`src/rtl/wb_pkg.sv`:
```
// rtl/wb_pkg.sv - shared widths and packed-slice helper for the writeback port arbiter
package wb_pkg;

  localparam int WB_DATA_W   = 64;
  localparam int WB_ADDR_W   = 5;
  localparam int WB_ZERO_REG = 0;

  // Bit offset of element idx inside a flat vector of width-bit elements.
  function automatic int slice_off(input int idx, input int width);
    return idx * width;
  endfunction

endpackage

```
`src/rtl/rr_arbiter.sv`:
```
// rtl/rr_arbiter.sv - combinational round-robin picker; first request at or after ptr_i wins
module rr_arbiter #(
  parameter  int N     = 2,
  localparam int IDX_W = (N > 1) ? $clog2(N) : 1
) (
  input  logic [N-1:0]     req_i,
  input  logic [IDX_W-1:0] ptr_i,
  output logic [N-1:0]     grant_o,
  output logic [IDX_W-1:0] idx_o,
  output logic             any_grant_o
);

  logic [2*N-1:0] req_dbl;
  logic [N-1:0]   req_rot;
  logic [IDX_W:0] off;
  logic [IDX_W:0] cand;
  logic           found;

  always_comb begin
    req_dbl     = {req_i, req_i};
    // Rotating the doubled vector puts ptr_i at bit 0, so the search wraps for free.
    req_rot     = req_dbl[ptr_i +: N];
    found       = 1'b0;
    off         = '0;
    for (int i = 0; i < N; i++) begin
      if (!found && req_rot[i]) begin
        found = 1'b1;
        off   = (IDX_W + 1)'(i);
      end
    end
    cand = {1'b0, ptr_i} + off;
    if (cand >= (IDX_W + 1)'(N)) begin
      cand = cand - (IDX_W + 1)'(N);
    end
    idx_o       = found ? cand[IDX_W-1:0] : '0;
    any_grant_o = found;
    grant_o     = '0;
    if (found) begin
      grant_o[idx_o] = 1'b1;
    end
  end

endmodule

```
`src/rtl/wb_port_arbiter.sv`:
```
// rtl/wb_port_arbiter.sv - round-robin arbiter for the register-file write port
// Define WB_FWD_EN to add rs1/rs2 bypass from the registered write.
module wb_port_arbiter
  import wb_pkg::*;
#(
  parameter  int NUM_REQ = 2,
  parameter  int DATA_W  = WB_DATA_W,
  parameter  int ADDR_W  = WB_ADDR_W,
  localparam int ID_W    = (NUM_REQ > 1) ? $clog2(NUM_REQ) : 1
) (
  input  logic                      clk_i,
  input  logic                      rst_i,
  input  logic [NUM_REQ-1:0]        req_valid_i,
  input  logic [NUM_REQ*ADDR_W-1:0] req_addr_i,
  input  logic [NUM_REQ*DATA_W-1:0] req_data_i,
  output logic [NUM_REQ-1:0]        req_ready_o,
`ifdef WB_FWD_EN
  input  logic [ADDR_W-1:0]         rs1_addr_i,
  input  logic [ADDR_W-1:0]         rs2_addr_i,
  input  logic [DATA_W-1:0]         rs1_raw_i,
  input  logic [DATA_W-1:0]         rs2_raw_i,
  output logic [DATA_W-1:0]         rs1_data_o,
  output logic [DATA_W-1:0]         rs2_data_o,
`endif
  output logic                      rf_we_o,
  output logic [ADDR_W-1:0]         rf_addr_o,
  output logic [DATA_W-1:0]         rf_data_o,
  output logic [ID_W-1:0]           grant_id_o,
  output logic                      busy_o
);

  logic [NUM_REQ-1:0] grant;
  logic [ID_W-1:0]    win_idx;
  logic               any_grant;
  logic               accept;
  logic [ADDR_W-1:0]  sel_addr;
  logic [DATA_W-1:0]  sel_data;

  logic               rf_we_q,    rf_we_d;
  logic [ADDR_W-1:0]  rf_addr_q,  rf_addr_d;
  logic [DATA_W-1:0]  rf_data_q,  rf_data_d;
  logic [ID_W-1:0]    grant_id_q, grant_id_d;
  logic [ID_W-1:0]    rr_ptr_q,   rr_ptr_d;

  rr_arbiter #(.N(NUM_REQ)) u_rr (
    .req_i       (req_valid_i),
    .ptr_i       (rr_ptr_q),
    .grant_o     (grant),
    .idx_o       (win_idx),
    .any_grant_o (any_grant)
  );

  // Ready is masked while reset is held so no requester sees a phantom accept.
  assign req_ready_o = grant & {NUM_REQ{rst_i}};
  assign accept      = any_grant & rst_i;
  assign busy_o      = |req_valid_i;

  always_comb begin
    sel_addr = '0;
    sel_data = '0;
    for (int k = 0; k < NUM_REQ; k++) begin
      if (win_idx == ID_W'(k)) begin
        sel_addr = req_addr_i[slice_off(k, ADDR_W) +: ADDR_W];
        sel_data = req_data_i[slice_off(k, DATA_W) +: DATA_W];
      end
    end
  end

  always_comb begin
    rf_we_d    = 1'b0;
    rf_addr_d  = rf_addr_q;
    rf_data_d  = rf_data_q;
    grant_id_d = grant_id_q;
    rr_ptr_d   = rr_ptr_q;
    if (accept) begin
      // x0 writes are consumed but never reach the register file.
      rf_we_d    = (sel_addr != ADDR_W'(WB_ZERO_REG));
      rf_addr_d  = sel_addr;
      rf_data_d  = sel_data;
      grant_id_d = win_idx;
      rr_ptr_d   = (win_idx == ID_W'(NUM_REQ - 1)) ? '0 : win_idx + ID_W'(1);
    end
  end

  always_ff @(posedge clk_i or negedge rst_i) begin
    if (!rst_i) begin
      rf_we_q    <= 1'b0;
      rf_addr_q  <= '0;
      rf_data_q  <= '0;
      grant_id_q <= '0;
      rr_ptr_q   <= '0;
    end else begin
      rf_we_q    <= rf_we_d;
      rf_addr_q  <= rf_addr_d;
      rf_data_q  <= rf_data_d;
      grant_id_q <= grant_id_d;
      rr_ptr_q   <= rr_ptr_d;
    end
  end

  assign rf_we_o    = rf_we_q;
  assign rf_addr_o  = rf_addr_q;
  assign rf_data_o  = rf_data_q;
  assign grant_id_o = grant_id_q;

`ifdef WB_FWD_EN
  // Covers the cycle between the registered write and the register-file commit.
  assign rs1_data_o = (rf_we_q && rf_addr_q == rs1_addr_i && rs1_addr_i != ADDR_W'(WB_ZERO_REG))
                      ? rf_data_q : rs1_raw_i;
  assign rs2_data_o = (rf_we_q && rf_addr_q == rs2_addr_i && rs2_addr_i != ADDR_W'(WB_ZERO_REG))
                      ? rf_data_q : rs2_raw_i;
`endif

endmodule
```
`config.mk`:
```
export PLATFORM = sky130hd
export DESIGN_NAME = wb_port_arbiter
export DESIGN_NICKNAME = d
export VERILOG_FILES = /design/src/rtl/wb_pkg.sv /design/src/rtl/rr_arbiter.sv /design/src/rtl/wb_port_arbiter.sv
export SDC_FILE = /design/constraint.sdc
export NUM_CORES = 1
export LEC_CHECK = 0
export ABC_CLOCK_PERIOD_IN_PS = 1250
export BUFFER_PORTS_ARGS = -buffer_cell sky130_fd_sc_hd__buf_4
export CAP_MARGIN = 30
export CORE_MARGIN = 5
export CORE_UTILIZATION = 38
export DETAILED_ROUTE_END_ITERATION = 7
export HOLD_SLACK_MARGIN = 0.06
export PLACE_DENSITY = 0.76
export RECOVER_POWER = 25
export SLEW_MARGIN = 25
export SYNTH_ARGS = -nofsm -noshare
export SYNTH_HDL_FRONTEND = slang
export SYNTH_SLANG_ARGS = --single-unit
```
`constraint.sdc`:
```
create_clock -name clk_i -period 1.25 [get_ports clk_i]
set_input_delay 0.0625 -clock clk_i [delete_from_list [all_inputs] [get_ports clk_i]]
set_output_delay 0.0625 -clock clk_i [all_outputs]
set_load 0.02 [all_outputs]
```
==> run_results.csv, run 1 <==
group,metric,value,unit
synthesis,synth.cell_area,3340,um2
floorplan,fp-row-count,34,
floorplan,pin_count,216,
synthesis,syn_nets,432,
synthesis,yosys-top-cells-area,"dfrtp_1, a221o_1, and2_1, buf_6, a31oi_1",
clock_network,cts_buffers,9,
clock_network,cts_resized,19,
clock_network,cts-root-buf,"clkbuf_8",
place,dp_slack,-0.0790,ns
status,status,"stopped before the end",
clock_network,cts_setup_buffers,9,
floorplan,initial_core_util,38.7,%
floorplan,dieWidth,104,um
clock_network,ctsHoldBuffers,127,
clock_network,clock-sinks,72,
floorplan,die_h,104,um
synthesis,synthCells,290,
synthesis,synthFlopType,"dfrtp_1",
place,place_congestion,0.833,
synthesis,synth-async-reset-ratio,100,%
place,portBuffers,215,
place,dpl.hpwl,8.44,mm
status,toolErrorMsg,"[ERROR RSZ-0060] Max buffer count reached.",
synthesis,synth.top_cell.area_share,53.9,%
synthesis,avgSynthCellArea,11.5,um2
synthesis,yosys.area.top_type,"dfrtp_1",
synthesis,synthDistinctLibCells,23,
clock_network,clockBufferDepth,2,
synthesis,seq_area_frac_synth,53.9,%
clock_network,cts_max_level,3,
status,lastStage,"clock tree synthesis",
synthesis,synth_enable_flop_cells,0,
synthesis,yosysWarningCount,0,
synthesis,synth-seq-cells,72,
## Yosys cell counts, drive strengths merged, types with 2 or more instances
cell and instances:
dfrtp 72, a221o 51, and2 51, nor2 20, a21oi 19, buf 19, o21ai 19, a31oi 18
clkbuf 8, nor3 3, a21o 2, nand2 2
## cells by family after synthesis
family | synth area share [%]
compound gates | 25.9
simple gates | 13.6
flops | 53.9
buf+inv | 6.55
## per-stage QoR
step	TNS, ns	cell area (um2)	instances	util, %	hold slack [ns]
after floorplan	-2.43	3350	290	-	-0.233
after global placement	-2.33	5030	601	58.2	0.154
after detailed placement	-3.03	5030	601	58.2	0.156
==> run 2: changes to the inputs <==
--- a/config.mk
+++ b/config.mk
@@ -5,14 +5,13 @@
 export SDC_FILE = /design/constraint.sdc
 export NUM_CORES = 1
 export LEC_CHECK = 0
-export ABC_CLOCK_PERIOD_IN_PS = 1250
+export ABC_CLOCK_PERIOD_IN_PS = 1600
 export BUFFER_PORTS_ARGS = -buffer_cell sky130_fd_sc_hd__buf_4
 export CAP_MARGIN = 30
 export CORE_MARGIN = 5
-export CORE_UTILIZATION = 38
+export CORE_UTILIZATION = 40
 export DETAILED_ROUTE_END_ITERATION = 7
-export HOLD_SLACK_MARGIN = 0.06
-export PLACE_DENSITY = 0.76
+export PLACE_DENSITY_LB_ADDON = 0.15
 export RECOVER_POWER = 25
 export SLEW_MARGIN = 25
 export SYNTH_ARGS = -nofsm -noshare
==> constraint.sdc (replaced) <==
create_clock -name clk_i -period 1.6 [get_ports clk_i]
set_input_delay 0.08 -clock clk_i [delete_from_list [all_inputs] [get_ports clk_i]]
set_output_delay 0.08 -clock clk_i [all_outputs]
set_load 0.02 [all_outputs]
==> run 2 against run 1 <==
  * The run now ends clean
  * Synthesized area did not move
  * Synthesized cell count did not move
==> run_results.csv, run 2 <==
group,metric,value,unit
timing,slew_headroom,26.4,%
place,place_congestion,0.747,
detailed_routing,drcViolationCount,0,
finish,post-route-util,78.2,%
detailed_routing,vias,3888,
timing,fin_ws,0.0488,ns
finish,final_common_cell,"buf_4",
clock_network,cts_max_level,3,
timing,finalHoldViolations,0,
critical_path,cp.required,1.81,ns
floorplan,initial_core_util,40.9,%
floorplan,core,8180,um2
floorplan,dieWidth,101,um
synthesis,synth_enable_flop_cells,0,
detailed_routing,wl,13.9,mm
clock_network,clk_latency,0.34,ns
status,status,"finished, final reports clean",
place,dpl.hpwl,8.05,mm
critical_path,r2r_slack,0.07,ns
critical_path,cpMostUsedCell,"buf_4",
finish,fin_cells,723,
finish,area_delta_synth_final,91.2,%
detailed_routing,ant_nets,0,
place,dp_slack,0.223,ns
critical_path,crit_type,"in2reg",
detailed_routing,first_pass_iters,6,
worst_hold_path,hold_path_class,"in2reg",
timing,finalSetupViolCount,0,
critical_path,slowest_delay,0.53,ns
critical_path,worstSetupEndpoint,"rf_data_o[18]",
critical_path,rr_endpoint,"rf_data_o[18]",
timing,tightestPinTransition,1.10,ns
place,portBuffers,215,
clock_network,clockBufferDepth,2,
clock_network,cts-root-buf,"clkbuf_8",
synthesis,yosys.area.top_type,"dfrtp_1",
timing,fmax,0.645,GHz
synthesis,yosys-top-cells-area,"dfrtp_1, a221o_1, and2_1, buf_6, a31oi_1",
global_route,gr-total-overflow,0,
global_route,grt_pass1_vias,4118,
synthesis,yosysWarningCount,0,
critical_path,crit_path_cell_trace,"dlygate4sd3_1 > buf_4 > o21ai_4 > a21oi_4 > buf_4 > bufbuf_16 > a221o_1",
finish,multi_input_area,1330,um2
clock_network,path_clk_slew,0.09,ns
timing,fin_skew,0.0134,ns
clock_network,clock-sinks,72,
synthesis,synth.top_cell.area_share,53.9,%
synthesis,avgSynthCellArea,11.5,um2
critical_path,worstRegToRegCells,5,
global_route,track_usage,26.2,%
synthesis,synth-seq-cells,72,
timing,tns,0,ns
floorplan,pin_count,216,
timing,fin_crit_sh,96.9,%
critical_path,end_kind,"flip-flop",
clock_network,cts_buffers,9,
synthesis,synth.cell_area,3340,um2
clock_network,cts_tree,"done",
finish,final_cell_area,6390,um2
synthesis,synthFlopType,"dfrtp_1",
critical_path,crit_family,"buffers and inverters",
floorplan,die_h,101,um
critical_path,cpMaxStageDelayCell,"dlygate4sd3_1",
global_route,grt_max_degree,50,
critical_path,crit_buf_inv,4,
synthesis,synth-async-reset-ratio,100,%
critical_path,startpoint,"rst_i",
timing,rsz0062_at_grt,"false",
synthesis,seq_area_frac_synth,53.9,%
pwr,power_density,955,nW/um2
critical_path,critPathMaxFanout,13,
global_route,antenna_found_initial,0,
critical_path,crit_path_start_kind,"primary input",
finish,largest_reg_flops,64,
floorplan,die-area,10300,um2
run,maxCapViolations,0,
synthesis,ys_top_cells_by_count,"dfrtp_1, a221o_1, and2_1",
pwr,ir_drop,510,uV
critical_path,r2r-start,"rr_ptr_q",
place,dp.cells,594,
critical_path,arrival,1.76,ns
global_route,grt_pass1_wl,21.0,mm
synthesis,synthCells,290,
finish,seq_area,1800,um2
timing,min_period,1.55,ns
finish,final_cell_mix,"buf_4, dlygate4sd3_1, dfrtp_1",
finish,drive_gt1_share,39.4,%
pwr,leakage,3.03,nW
detailed_routing,dr.first_iter.drc_count,144,
synthesis,syn_nets,432,
synthesis,synthDistinctLibCells,23,
finish,final_nets,754,
finish,fill_cells,510,
floorplan,fp-row-count,33,
detailed_routing,wire_per_inst,19.2,um
critical_path,crit_cells,7,
place,placed_area,5000,um2
detailed_routing,via_per_inst,5.38,
synthesis,synth_most_common_cell,"dfrtp_1",
timing,slew_violations,0,
run 2: layer usage:
layer / track usage, % / vias to the layer above / wire, um
met2: 44.8 / 225 / 7100
met4: 12.2 / 0 / 454
met5: 0 / - / 0
met1: 30.6 / 1894 / 5120
li1: - / 1733 / -
met3: 7.16 / 36 / 1220
run 2: worst min-delay path by stage:
stage,from,slack (ns),end,depth (start not counted)
after floorplan,rst_i,-0.22,grant_id_o,0
after global placement,rst_i,0.15,grant_id_o,2
after detailed placement,rst_i,0.16,rf_addr_o[3],2
after CTS,req_data_i[38],0.0002,rf_data_o[38],3
after global routing,req_data_i[30],0.005,rf_data_o[30],3
final,req_data_i[37],0.007,rf_data_o[37],3
run 2: timing repair:
item,4_1_cts,5_1_grt
endpoints found under the setup margin,1,15
resized for setup,0,1
gates cloned,2,1
setup buffers,1,2
pin swaps,1,1
hold buffers,106,0
hold endpoints to repair,126,0
run 2: cell type report:
cell class | instances | area share (%)
flip-flops and latches | 72 | 28.2
clock inverters | 5 | 1.61
diodes | 1 | 0.0392
repair buffers | 338 | 44.8
well taps | 105 | 2.06
clock buffers | 11 | 2.37
multi-input cells | 190 | 20.8
inverters | 1 | 0.176
run 2: report_power, final:
part	switching (mW)	internal, mW	total [mW]	leakage (nW)
Combinational	0.981	1.06	2.04	2.04
Sequential	0.167	2.10	2.26	0.868
Clock	0.688	1.12	1.81	0.126
run 2: logic make-up after synthesis:
logic type | synth area share, %
buffers and inverters | 6.55
flip-flops | 53.9
AND/OR/NAND/NOR | 13.6
AO/OA/AOI/OAI | 25.9
run 2: stage by stage:
stage | hold slack [ns] | total power [mW]
5_1_grt | 0.00480 | 6.36
3_3_place_gp | 0.151 | 4.00
6_report | 0.00672 | 6.11
2_1_floorplan | -0.216 | 3.15
3_5_place_dp | 0.160 | 4.04
4_1_cts | 0.000211 | 6.10
run 2: worst reg2reg max path: cells and delay by family, from the launching register on:
| family | cells | cell delay, ns |
|---|---|---|
| AO/OA/AOI/OAI | 2 | 0.43 |
| flip-flops | 1 | 0.41 |
| buffers and inverters | 2 | 0.42 |
| AND/OR/NAND/NOR | 1 | 0.16 |
Power figures use the tool's default switching activity.
